--- config.mk ---
export PLATFORM = sky130hd
export DESIGN_NAME = pwm_dac
export DESIGN_NICKNAME = d
export VERILOG_FILES = /design/src/rtl/pwm_dac.sv
export SDC_FILE = /design/constraint.sdc
export NUM_CORES = 1
export LEC_CHECK = 0
export ABC_AREA = 1
export CAP_MARGIN = 20
export CORE_MARGIN = 2
export CORE_UTILIZATION = 50
export CTS_CLUSTER_SIZE = 14
export DETAILED_ROUTE_END_ITERATION = 12
export PLACE_DENSITY = 0.71
export SYNTH_ARGS = -nofsm -noshare
export SYNTH_HDL_FRONTEND = slang
export SYNTH_SLANG_ARGS = --single-unit
--- constraint.sdc ---
create_clock -name clk -period 2.6 [get_ports clk]
set_input_delay 0.39 -clock clk [delete_from_list [all_inputs] [get_ports clk]]
set_output_delay 0.39 -clock clk [all_outputs]
set_load 0.005 [all_outputs]
--- src/rtl/pwm_dac.sv ---
// Volume-scaled PWM output stage: latches a scaled sample at each period wrap
// and drives a registered PWM bit plus a one-cycle sample strobe.
module pwm_dac #(
    parameter int WIDTH = 12,
    parameter int VOL_W = 4
) (
    input  logic             clk,
    input  logic             rst,
    input  logic             en,
    input  logic [WIDTH-1:0] wave,
    input  logic [VOL_W-1:0] volume,
    output logic             pwm_out,
    output logic             sample_tick,
    output logic [WIDTH-1:0] duty
);

    localparam int PROD_W = WIDTH + VOL_W + 1;
    localparam logic [WIDTH-1:0] CNT_MAX = '1;

    logic [WIDTH-1:0] cnt_q, cnt_d;
    logic [WIDTH-1:0] duty_q, duty_d;
    logic             pwm_q, pwm_d;
    logic             tick_q, tick_d;

    logic [VOL_W:0]    vol_plus;
    logic [PROD_W-1:0] product;
    logic [WIDTH-1:0]  scaled;
    logic [WIDTH-1:0]  cnt_inc;
    logic              unused_product_bits;

    // Product never exceeds WIDTH+VOL_W bits, so the top bit and the shifted-out
    // fraction are dropped (truncation, no rounding).
    assign vol_plus            = {1'b0, volume} + (VOL_W + 1)'(1);
    assign product             = PROD_W'(wave) * PROD_W'(vol_plus);
    assign scaled              = product[WIDTH+VOL_W-1:VOL_W];
    assign unused_product_bits = ^{product[PROD_W-1], product[VOL_W-1:0]};
    assign cnt_inc             = cnt_q + WIDTH'(1);

    // NOTE: every always_comb output gets a hold default first so no path leaves it unassigned (no latch).
    always_comb begin
        cnt_d  = cnt_q;
        duty_d = duty_q;
        pwm_d  = pwm_q;
        tick_d = tick_q;
        if (!en) begin
            cnt_d  = CNT_MAX;
            pwm_d  = 1'b0;
            tick_d = 1'b0;
        end else if (cnt_q == CNT_MAX) begin
            cnt_d  = '0;
            duty_d = scaled;
            tick_d = 1'b1;
            pwm_d  = (scaled != '0);
        end else begin
            // Compare against the count of the cycle being entered so pwm_out is
            // high for exactly duty clocks, starting in the tick cycle.
            cnt_d  = cnt_inc;
            tick_d = 1'b0;
            pwm_d  = (cnt_inc < duty_q);
        end
    end

    // NOTE: state registers use non-blocking assignments so all flops update together at the edge.
    always_ff @(posedge clk or posedge rst) begin
        if (rst) begin
            cnt_q  <= CNT_MAX;
            duty_q <= '0;
            pwm_q  <= 1'b0;
            tick_q <= 1'b0;
        end else begin
            cnt_q  <= cnt_d;
            duty_q <= duty_d;
            pwm_q  <= pwm_d;
            tick_q <= tick_d;
        end
    end

    assign pwm_out     = pwm_q;
    assign sample_tick = tick_q;
    assign duty        = duty_q;

endmodule

* Word-level counts from Yosys, hierarchy flattened
Cells that the tools add are included. W data, S select, Z words.
Cells by class: $add $sub $neg 2, multiply operators 1, div/mod/pow operators 0, order comparisons 1, eq/ne operators 1, shift operators 0, mux-type cells 6, bitwise gates (word level) 0, reductions and logical operators 2
Operators with widths (number):
- $mux W12 | 2
- $mul A12 B5 Y16 | 1
- $add A12 B1 Y12 const B | 1
- $eq A12 B12 Y1 const B | 1
- $lt A12 B12 Y1 | 1
- $reduce_bool A12 Y1 | 1
- $add A4 B1 Y5 const B | 1
- $mux W1 | 4
- $reduce_and A2 Y1 | 1
Word-level totals: register bits after elaboration 26, latch bits 0, RAM bits 0, memory bits (read-only) 0, input bits 19, output and inout bits 14, logic and storage cells 17, memories 0

* Logic depth before layout (Yosys ltp)
Gate-level depths: netlist (run 1).
word-level depth 5, gate-level depth with buffers 26, mapped depth without buffers 26

* Worst setup path before layout (run 1)
Ideal clock, no wire load.
path type input to register, from input port volume[0], to register pwm_q (netlist: pwm_out), library setup time 119 ps, data arrival time 4020 ps, required time 2481 ps, path slack -1539 ps, stages on the path 20, cells stage by stage ha_1 xor2_1 inv_1 nor2_1 fa_1 fa_1 inv_1 fa_1 inv_1 ha_1 a21oi_1 o21ai_0 a21oi_1 nand2_1 nand2_1 nand2_1 nor2_1 nand3_1 nor2_1 nor2_1
Between the ends: cells in the longest elaborated chain, start to end 5
RTL lines:
- start: declaration | RTL line 11 | input logic [VOL_W-1:0] volume,
- $add A4 B1 Y5 | RTL line 33 | assign vol_plus = {1'b0, volume} + (VOL_W + 1)'(1);
- $mul A12 B5 Y16 | RTL line 34 | assign product = PROD_W'(wave) * PROD_W'(vol_plus);
- $reduce_bool A12 Y1 | RTL line 53 | pwm_d = (scaled != '0);
- $mux W1 | RTL line 49 | end else if (cnt_q == CNT_MAX) begin
- $mux W1 | RTL line 45 | if (!en) begin
- named net pwm_d | RTL line 22 | logic pwm_q, pwm_d;
- end signal: assignment | RTL line 73 | pwm_q <= pwm_d;
- end: declaration | RTL line 22
The timed path passes the listed nets, and every way through them passes these cells. A chain may end at the register's enable or synchronous reset.

* Final worst setup path (run 1)
from input port volume[1], to register pwm_q (netlist: pwm_out)
Same word-level chain as after synthesis.

==> flow_metrics.py, run 1 <==
metrics = {
    "outcome": {
        "status": "finished, violations left",
        "violations": "negative setup slack",
    },
    "worst_setup_path": {
        "worst_path_most_repeated_cell": "nand2_1",
        "path_class": "input port to flip-flop",
        "crit_cells": 24,
        "end_kind": "flip-flop",
        "slowest_delay_ns": 0.50,
        "crit_arrival_ns": 4.03,
        "crit_buf_inv": 5,
        "required_ns": 2.76,
        "startpoint_type": "input port",
        "crit_family": "adder cells",
        "reg2regPathDepth": 18,
        "worstPathMaxFanout": 7,
        "cp_cell_sequence": "buf_8 -> ha_4 -> xor2_4 -> inv_6 -> nor2_4 -> fa_1 -> fa_1 -> inv_1 -> fa_1 -> inv_2 -> ha_4 -> nand2_1 -> nand2_1 -> inv_1 -> nand2_1 -> nand2_1 -> nand3_2 -> nand2_1 -> nand2_2 -> nand3_2 -> nor2_2 -> nand3_1 -> nor2_1 -> nor2_1",
        "crit_slowest_cell": "fa_1",
    },
    "cts": {
        "cts_max_path_buffers": 2,
        "cts_tree": "done",
        "cts.clk_slew.worst_paths_ns": 0.09,
        "cts_hold_buf": 0,
        "cts_sinks": 26,
        "clock_latency_ns": 0.27,
        "htree_levels": 1,
        "root_buffer": "clkbuf_8",
        "cts_buffers": 3,
    },
    "timing": {
        "period_share_pct": 149,
        "period_needed_ns": 3.87,
        "setup_ws_ns": -1.27,
        "tns_ns": -13.08,
        "report.final.slew_viol_count": 0,
        "fin_worst_skew_ns": 0.00217,
        "slew_headroom_pct": 74.5,
        "finalSetupViolCount": 13,
        "rsz0062_at_grt": "yes",
        "worst_pin_slew_ns": 0.381,
        "hold_viol": 0,
        "fmax_mhz": 259,
    },
    "final_layout": {
        "area_delta_synth_final_pct": 45.5,
        "drive_above_1_share_pct": 34.6,
        "register_area_um2": 666,
        "final.fill_count": 520,
        "fin_area_um2": 5090,
        "num_antenna_cells": 0,
        "final_cell_count_no_fill": 709,
        "layout.nets": 696,
        "multi_input_area_um2": 2820,
    },
    "grt": {
        "grt_max_degree": 27,
        "gr-total-overflow": 0,
        "antenna_found_initial": 0,
        "grt_pass1_vias": 3526,
        "track_usage_pct": 25.4,
        "grt_pass1_wl_mm": 15.7,
    },
    "routing": {
        "drc": 0,
        "initialDrtViolationCount": 171,
        "drt-pass1-iter-count": 4,
        "wl_per_cell_um": 12.8,
        "route.met2.wl_mm": 4.49,
        "highest_layer": "met4",
        "met1_length_mm": 4.21,
        "wl_met3_um": 271,
        "vias_per_cell": 4.85,
        "vias": 3438,
        "finalWirelength_mm": 9.09,
        "ant_nets": 0,
    },
    "logic_synthesis": {
        "synth_seq_cells": 26,
        "yosysTopAreaCell": "fa_1",
        "syn-cell-area_um2": 3500,
        "synthArstFlopShare_pct": 100,
        "synth_fp_nets": 588,
        "yosysUniqueCellTypes": 37,
        "synth_edf_count": 0,
        "synth.avg_cell_area_um2": 6.91,
        "synth_ff_type": "dfrtp_1",
        "ys_seq_area_share_pct": 19.0,
        "synth.area.top_cells": "fa_1 (16%), inv_1 (14%), nand2_1 (14%)",
        "yosysTopAreaCellShare_pct": 16.0,
        "ys_warn_count": 0,
        "synthCells": 506,
    },
    "min_path": {
        "hold_class": "input port to asynchronous set/reset pin",
    },
    "die": {
        "pin_count": 33,
        "die_y_um": 87.6,
        "core_um2": 6790,
        "die_w_um": 87.6,
        "rows": 30,
        "start_util_pct": 51.5,
        "dieArea_um2": 7680,
    },
    "place": {
        "port_buffers": 32,
        "gp_congestion": 0.855,
        "hpwl_mm": 7.08,
        "dpl_cell_area_um2": 4620,
        "dp.cells": 692,
    },
    "run": {
        "maxCapViolations": 0,
    },
    "pwr": {
        "powerDensity_nw_per_um2": 853,
        "p_total_mw": 4.34,
        "leakage_nw": 2.72,
        "peakVddDrop_uv": 498,
    },
}
-- registers in the layout (all words and copies together), names as in the netlist --
| register | count |
|---|---|
| cnt_q | 12 |
| duty | 12 |
| pwm_out | 1 |
| sample_tick | 1 |
-- per-layer routing --
layer  global-route usage (%)  vias to the layer above
met5                        0                        -
met4                     3.50                        0
met3                     2.45                       12
met2                     43.9                       48
met1                     35.6                     1641
li1                         -                     1737
-- cells in the final DEF, fill, tap and decap left out, drive strengths merged --
cell type	count
nand2	133
inv	132
buf	77
nor2	56
ha	35
fa	28
o21ai	24
nand3	23
clkdlybuf4s50	22
dfrtp	14
a21oi	13
dfstp	12
dlygate4sd2	6
nor3	6
nand4	5
xor2	5
clkbuf	4
o21bai	3
xnor2	3
or2	2
nor4	1
nand3b	1
and3	1
a211oi	1
a31oi	1
a21o	1
o31ai	1
o211ai	1
and2	1
clkdlybuf4s15	1
-- logic make-up (layout without fill, tap and decap cells) --
group	Yosys count	count (layout)	synth area share [%]
simple gates	229	229	28.8
buf+inv	135	242	14.6
fa+ha+maj	63	63	28.6
compound gates	45	45	6.98
flops	26	26	19.0
xor+xnor	8	8	2.00
-- final cells by class --
class	count	area share, %
Clock buffer	4	1.08
Inverter	132	9.89
Multi-Input combinational cell	345	55.4
Sequential cell	26	13.1
Tap cell	96	2.36
Timing Repair Buffer	106	18.2
-- worst reg2reg max path, stage by stage, from the launching register on --
cell     delay [ns]
dfstp_2        0.57
ha_1           0.17
nand2_1        0.09
nor2_2         0.13
nand2_2        0.09
nor2_2         0.12
inv_1          0.07
nand2_1        0.09
inv_1          0.05
ha_1           0.26
inv_1          0.05
nor3_1         0.17
nand2_1        0.07
nand3_1        0.11
nand3_1        0.08
nand2_1        0.07
nand2_1        0.05
a21oi_1        0.13
nor2_1         0.05
-- repair_timing --
action,4_1_cts,5_1_grt
pin swaps,44,10
gates resized for setup,93,22
buffers inserted,14,0
endpoints found under the setup margin,13,13
-- worst paths after layout --
| kind | start | end | slack, ns |
|---|---|---|---|
| max in group asynchronous | rst | cnt_q[0] | 1.83 |
| min in group clk | duty[1] | duty[1] | 0.53 |
| setup / recovery | volume[1] | pwm_out | -1.27 |
| hold / removal | rst | duty[8] | 0.47 |
| setup reg to reg | cnt_q[0] | pwm_out | 0.07 |
| hold reg to reg | duty[1] | duty[1] | 0.53 |
-- power breakdown --
group          internal [mW]  switching [mW]  leakage [nW]
Sequential             0.616           0.117         0.305
Clock                  0.135           0.126        0.0288
Combinational           1.57            1.78          2.39
Total                   2.32            2.02          2.72
-- cells in the mapped netlist, types with 2 or more instances --
cell      count
dfrtp_1      14
nand2_1     126
o21ai_0      18
nor3_1        5
dfstp_2      12
nor2_4        3
o21bai_1      3
nand3_2       2
nand2_2       7
nand3_1      21
xnor2_1       3
nand4_1       4
nor2_2        4
xor2_1        5
clkbuf_1      2
nor2_1       49
inv_1       130
o21ai_1       6
a21oi_1      13
fa_1         28
ha_1         35
-- through the flow --
stage | setup slack, ns | hold WS [ns] | util, %
5_1_grt | -1.42 | 0.500 | 74.9
3_3_place_gp | -1.97 | 0.504 | 68.0
3_5_place_dp | -2.04 | 0.503 | 68.0
6_report | -1.27 | 0.469 | 74.9
4_1_cts | -1.16 | 0.485 | 73.8
2_1_floorplan | -1.13 | 0.421 | -
No activity file was read; power rests on OpenSTA's default activity.
==> run 2, diff against run 1 <==
--- a/config.mk
+++ b/config.mk
@@ -12,6 +12,7 @@
 export CTS_CLUSTER_SIZE = 14
 export DETAILED_ROUTE_END_ITERATION = 12
 export PLACE_DENSITY = 0.71
+export RECOVER_POWER = 100
 export SYNTH_ARGS = -nofsm -noshare
 export SYNTH_HDL_FRONTEND = slang
 export SYNTH_SLANG_ARGS = --single-unit
==> run 2 against run 1 <==
  * The flow still finishes with violations (negative setup slack)
  * Clock skew is essentially flat
  * Sequential power shrank 0.7%
  * First-iteration DRC count shrank 16%
  * Wire length up 0.15%
  * Sequential share of layout area about the same
  * Final area down 0.34%
  * Global-route usage unchanged
  * Critical path depth did not move
  * Core utilization is 0.26 points lower
  * Critical endpoint unchanged
  * Largest cell class unchanged
  * Largest power group unchanged
==> flow_metrics.py, run 2 (synthesis gave the netlist of run 1 again) <==
metrics = {
    "place": {
        "hpwl_mm": 7.08,
        "gp_congestion": 0.855,
        "port_buffers": 32,
    },
    "worst_setup_path": {
        "worstPathMaxFanout": 7,
        "reg2regPathDepth": 14,
        "startpoint_type": "input port",
        "required_ns": 2.77,
        "crit_start": "volume[1]",
        "end_kind": "flip-flop",
        "worstReg2RegEnd": "pwm_out",
        "critPathCapture": "pwm_out",
        "rr_startpoint": "cnt_q[0]",
        "crit_arrival_ns": 4.03,
        "path_class": "input port to flip-flop",
        "rrSetupSlack_ns": -0.02,
    },
    "pwr": {
        "comb_power_share_pct": 76.9,
        "leakage_nw": 2.74,
        "intPower_mw": 2.28,
        "switching_share_pct": 46.9,
        "p_switching_mw": 2.01,
        "clkPwrFrac_pct": 6.1,
        "powerDensity_nw_per_um2": 845,
        "p_seq_share_pct": 17.0,
        "peakVddDrop_uv": 477,
    },
    "timing": {
        "period_share_pct": 149,
        "report.final.slew_viol_count": 0,
        "slew_headroom_pct": 4.63,
        "worst_pin_slew_ns": 1.43,
        "fin_worst_skew_ns": 0.00256,
        "fmax_mhz": 258,
        "period_needed_ns": 3.87,
        "tns_ns": -13.08,
        "hold_viol": 0,
        "setup_ws_ns": -1.27,
        "finalSetupViolCount": 13,
        "rsz0062_at_grt": "yes",
    },
    "run": {
        "maxCapViolations": 0,
    },
    "cts": {
        "root_buffer": "clkbuf_8",
        "htree_levels": 1,
        "clock_latency_ns": 0.27,
        "cts_tree": "done",
        "cts_sinks": 26,
        "cts_max_path_buffers": 2,
        "cts.clk_slew.worst_paths_ns": 0.09,
        "cts_buffers": 3,
    },
    "final_layout": {
        "drive_above_1_share_pct": 33.6,
        "register_area_um2": 666,
        "area_delta_synth_final_pct": 45.0,
        "final.fill_count": 523,
        "num_antenna_cells": 0,
        "layout.nets": 696,
        "final_cell_mix": "inv_1 (110), nand2_1 (104), buf_4 (64)",
        "multi_input_area_um2": 2800,
        "fin_util_pct": 74.6,
        "mostFrequentLayoutCell": "inv_1",
    },
    "routing": {
        "wl_met3_um": 214,
        "met1_length_mm": 4.27,
        "route.met2.wl_mm": 4.50,
        "wl_per_cell_um": 12.8,
        "drt-pass1-iter-count": 4,
        "initialDrtViolationCount": 143,
        "ant_nets": 0,
        "highest_layer": "met4",
        "finalWirelength_mm": 9.11,
        "drc": 0,
        "vias_per_cell": 4.83,
        "vias": 3427,
    },
    "grt": {
        "antenna_found_initial": 0,
        "grt_pass1_vias": 3526,
        "grt_pass1_wl_mm": 15.7,
        "grt_max_degree": 27,
        "track_usage_pct": 25.4,
        "gr-total-overflow": 0,
    },
    "die": {
        "rows": 30,
        "start_util_pct": 51.5,
        "die_w_um": 87.6,
        "die_y_um": 87.6,
        "core_um2": 6790,
        "dieArea_um2": 7680,
        "pin_count": 33,
    },
    "outcome": {
        "status": "finished, violations left",
        "violations": "negative setup slack",
    },
    "min_path": {
        "hold_class": "flip-flop to flip-flop",
    },
}
-- run 2: cell types whose count changed in the layout (fill, tap and decap cells not counted), sizes merged --
cell,delta
clkdlybuf4s50,-16
dlygate4sd3,+16
buf,-1
clkbuf,+1
-- run 2: layout make-up --
| type | instances | share of cell area [%] |
|---|---|---|
| multi-input cells | 345 | 55.3 |
| inverters | 132 | 9.92 |
| repair buffers | 106 | 18.2 |
| clock buffers | 4 | 1.09 |
| flip-flops and latches | 26 | 13.1 |
| well taps | 96 | 2.37 |
-- run 2: worst max-delay path, cell delays in order --
cell and delay [ns]:
buf_8 0.10, ha_4 0.17, xor2_4 0.22, inv_6 0.10, nor2_4 0.12, fa_1 0.45, fa_1 0.50, inv_1 0.05
fa_1 0.49, inv_2 0.04, ha_4 0.29, nand2_1 0.06, nand2_1 0.11, inv_1 0.07, nand2_1 0.08, nand2_1 0.08
nand3_2 0.11, nand2_1 0.08, nand2_2 0.07, nand3_2 0.07, nor2_2 0.13, nand3_1 0.08, nor2_1 0.11, nor2_1 0.05
-- run 2: through the flow --
| stage | cell area (um^2) | total power, mW | setup slack [ns] | hold slack, ns | std cells |
|---|---|---|---|---|---|
| 6_report | 5070 | 4.29 | -1.27 | 0.519 | 709 |
| 5_1_grt | 5070 | 4.73 | -1.42 | 0.568 | 709 |
| 4_1_cts | 5010 | 4.21 | -1.16 | 0.485 | 709 |
| 3_5_place_dp | 4620 | 3.65 | -2.04 | 0.503 | 692 |
| 3_3_place_gp | 4620 | 3.55 | -1.97 | 0.504 | 692 |
| 2_1_floorplan | 3740 | 2.60 | -1.13 | 0.421 | 506 |
-- run 2: layer usage --
metal  up-vias  global-route usage (%)
met5         -                       0
met4         0                    3.50
met3        12                    2.45
met2        45                    43.9
met1      1633                    35.6
li1       1737                       -
-- run 2: power groups by stage --
| stage | clock network, mW | logic, mW | registers, mW |
|---|---|---|---|
| 3_5_place_dp | 0 | 2.90 | 0.741 |
| 3_3_place_gp | 0 | 2.81 | 0.736 |
| 2_1_floorplan | 0 | 1.88 | 0.721 |
| 4_1_cts | 0.266 | 3.21 | 0.734 |
| 5_1_grt | 0.283 | 3.70 | 0.750 |
| 6_report | 0.261 | 3.30 | 0.728 |
-- run 2: repair_timing --
item                       in CTS  in global routing
setup buffers                  14                  0
hold buffers                    0                  0
setup endpoints to repair      13                 13
pin swaps                      44                 10
resized for setup              93                 22
-- run 2: worst min path at each step --
stage                   from       end  cells after the start
global placement     duty[1]   duty[1]                      2
global route        duty[11]  duty[11]                      2
CTS                      rst   duty[8]                      3
detailed placement  duty[11]  duty[11]                      2
floorplan                rst   duty[0]                      1
finish               duty[1]   duty[1]                      2
==> run 3, diff against run 2 <==
--- a/config.mk
+++ b/config.mk
@@ -5,14 +5,14 @@
 export SDC_FILE = /design/constraint.sdc
 export NUM_CORES = 1
 export LEC_CHECK = 0
-export ABC_AREA = 1
 export CAP_MARGIN = 20
 export CORE_MARGIN = 2
 export CORE_UTILIZATION = 50
 export CTS_CLUSTER_SIZE = 14
 export DETAILED_ROUTE_END_ITERATION = 12
-export PLACE_DENSITY = 0.71
+export PLACE_DENSITY = 0.72
 export RECOVER_POWER = 100
+export SLEW_MARGIN = 20
 export SYNTH_ARGS = -nofsm -noshare
 export SYNTH_HDL_FRONTEND = slang
 export SYNTH_SLANG_ARGS = --single-unit
==> run 3 against run 2 <==
  * The run still ends with negative setup slack left
  * Via count down 19%
  * Largest cell class unchanged
  * Critical path depth down 6
  * Sequential share of layout area up 1.4 points
  * Non-clock buffer count up 3
  * Flip-flop and latch count unchanged
==> flow_metrics.py, run 3 <==
metrics = {
    "cts": {
        "cts_hold_buf": 0,
        "cts_max_path_buffers": 2,
        "cts_sinks": 26,
        "root_buffer": "clkbuf_8",
        "cts_tree": "done",
        "htree_levels": 1,
        "cts_buffers": 3,
        "clock_latency_ns": 0.27,
        "cts.clk_slew.worst_paths_ns": 0.09,
    },
    "place": {
        "hpwl_mm": 5.49,
        "port_buffers": 32,
        "dpl_cell_area_um2": 4070,
        "gp_congestion": 0.847,
    },
    "logic_synthesis": {
        "yosysMostFrequentCell": "inv_1",
        "ys_warn_count": 0,
        "synth_ff_type": "dfrtp_1",
        "yosysUniqueCellTypes": 47,
        "synth-simple-area-share_pct": 21.2,
        "synth.avg_cell_area_um2": 8.84,
        "synthArstFlopShare_pct": 100,
        "synth.top_cells.by_count": "inv_1 (56), nand2_1 (39), ha_1 (35), and2_1 (34), fa_1 (28)",
        "synth_edf_count": 0,
        "yosysTopAreaCell": "fa_1",
        "synth-xor-area-share_pct": 7.49,
        "synthCells": 357,
        "synth_top_family_by_area": "adder cells",
        "synth_seq_cells": 26,
        "syn-cell-area_um2": 3160,
        "ys_seq_area_share_pct": 21.1,
        "muxShareOfSynthArea_pct": 0.357,
        "synth_fp_nets": 439,
        "synth-compound-area-share_pct": 9.95,
        "synth.area.top_cells": "fa_1 (18%), ha_1 (14%), dfrtp_1 (11%)",
        "yosysTopAreaCellShare_pct": 17.8,
        "synthAdderAreaFrac_pct": 31.6,
    },
    "routing": {
        "drc": 0,
        "ant_nets": 0,
        "drt-pass1-iter-count": 4,
        "vias_per_cell": 5.16,
        "finalWirelength_mm": 7.55,
        "wl_per_cell_um": 14.1,
        "initialDrtViolationCount": 107,
        "vias": 2768,
    },
    "timing": {
        "setup_ws_ns": -1.67,
        "period_needed_ns": 4.27,
        "fmax_mhz": 234,
        "worst_pin_slew_ns": 1.41,
        "fin_worst_skew_ns": 0.00570,
        "hold_viol": 0,
        "period_share_pct": 164,
        "slew_headroom_pct": 5.71,
        "finalSetupViolCount": 13,
        "report.final.slew_viol_count": 0,
        "rsz0062_at_grt": "yes",
    },
    "final_layout": {
        "num_antenna_cells": 0,
        "drive_above_1_share_pct": 35.1,
        "final.fill_count": 410,
        "layout.nets": 544,
        "fin_area_um2": 4570,
        "area_delta_synth_final_pct": 44.7,
        "register_area_um2": 666,
        "mostFrequentLayoutCell": "buf_4",
        "multi_input_area_um2": 2620,
        "fin_util_pct": 75.8,
        "final_cell_mix": "buf_4 (62), inv_1 (50), nand2_1 (33)",
    },
    "worst_setup_path": {
        "startpoint_type": "input port",
        "crit_arrival_ns": 4.43,
        "end_kind": "flip-flop",
        "path_class": "input port to flip-flop",
        "worstPathMaxFanout": 7,
        "required_ns": 2.76,
    },
    "die": {
        "die_w_um": 83.4,
        "pin_count": 33,
        "die_y_um": 83.4,
        "rows": 28,
        "core_um2": 6030,
        "start_util_pct": 52.4,
        "dieArea_um2": 6960,
    },
    "outcome": {
        "violations": "negative setup slack",
        "status": "finished, violations left",
    },
    "run": {
        "maxCapViolations": 0,
    },
    "pwr": {
        "intPower_mw": 2.32,
        "p_total_mw": 4.05,
        "leakage_nw": 2.23,
        "powerDensity_nw_per_um2": 887,
        "switching_share_pct": 42.7,
        "clkPwrFrac_pct": 5.9,
        "p_switching_mw": 1.73,
        "p_seq_share_pct": 18.7,
        "peakVddDrop_uv": 567,
        "comb_power_share_pct": 75.3,
    },
    "grt": {
        "gr-total-overflow": 0,
        "grt_max_degree": 27,
        "grt_pass1_wl_mm": 13.3,
        "grt_pass1_vias": 3021,
        "antenna_found_initial": 0,
        "track_usage_pct": 23.0,
    },
    "min_path": {
        "hold_class": "flip-flop to flip-flop",
    },
}
[run 3: layer usage]
metal	GRT usage, %	vias up	part of all wire, %	wire length, um
met5	0	-	0	0
met4	3.37	0	1.2	90
met3	1.89	10	2.2	167
met2	43.3	40	53	3980
met1	29.3	1369	44	3310
li1	-	1349	-	-
[run 3: area by class of cell]
| cell class | count | share of cell area (%) |
|---|---|---|
| Inverter | 58 | 4.77 |
| Multi-Input combinational cell | 264 | 57.3 |
| Timing Repair Buffer | 109 | 20.4 |
| Tap cell | 75 | 2.05 |
| Sequential cell | 26 | 14.6 |
| Clock buffer | 4 | 0.986 |
[run 3: path summary, 6_finish.rpt]
| path | cells past startpoint | slack, ns | endpoint | from |
|---|---|---|---|---|
| worst max-delay path | 18 | -1.67 | pwm_out | volume[0] |
| worst min-delay path | 2 | 0.53 | duty[10] | duty[10] |
| worst max register to register | 12 | -0.12 | pwm_out | cnt_q[1] |
| worst min register to register | 2 | 0.53 | duty[10] | duty[10] |
| max in group asynchronous | 3 | 0.75 | duty[0] | rst |
| min in group asynchronous | 3 | 1.03 | duty[4] | rst |
[run 3: stage by stage]
| stage | TNS [ns] | worst slack, ns | hold WS (ns) | instances |
|---|---|---|---|---|
| finish | -17.03 | -1.67 | 0.532 | 536 |
| CTS | -16.42 | -1.64 | 0.484 | 533 |
| global placement | -25.09 | -2.35 | 0.505 | 513 |
| detailed placement | -26.20 | -2.46 | 0.514 | 513 |
| floorplan | -16.48 | -1.85 | 0.421 | 357 |
| global route | -18.78 | -1.82 | 0.551 | 536 |
[run 3: power groups by stage]
stage	registers, mW	clock network (mW)	logic [mW]
floorplan	0.747	0	1.60
global placement	0.762	0	2.41
global route	0.775	0.261	3.38
detailed placement	0.767	0	2.51
CTS	0.762	0.242	2.97
finish	0.759	0.241	3.05
[run 3: cells by family after synthesis]
group                      count (synthesis)
buffers and inverters                     67
and+or+nand+nor                          124
muxes                                      1
DFF                                       26
AOI/OAI and AO/OA                         49
adders and majority gates                 63
xor gates and xnor gates                  27
[run 3: worst max-delay path, cell delays in order]
cell     delay (ns)
buf_8          0.10
ha_4           0.15
xor2_1         0.13
buf_4          0.16
and2_1         0.17
fa_1           0.45
fa_1           0.49
inv_1          0.05
fa_1           0.55
inv_2          0.05
ha_4           0.25
o21ai_4        0.17
a21oi_2        0.10
a21oi_4        0.20
a21oi_2        0.09
or4_4          0.54
nor4_2         0.26
a31oi_1        0.11
[run 3: what timing repair did]
action                     4_1_cts  5_1_grt
pin swaps                       57       12
setup endpoints to repair       13       13
resized for setup               76       16
buffers inserted                18        4
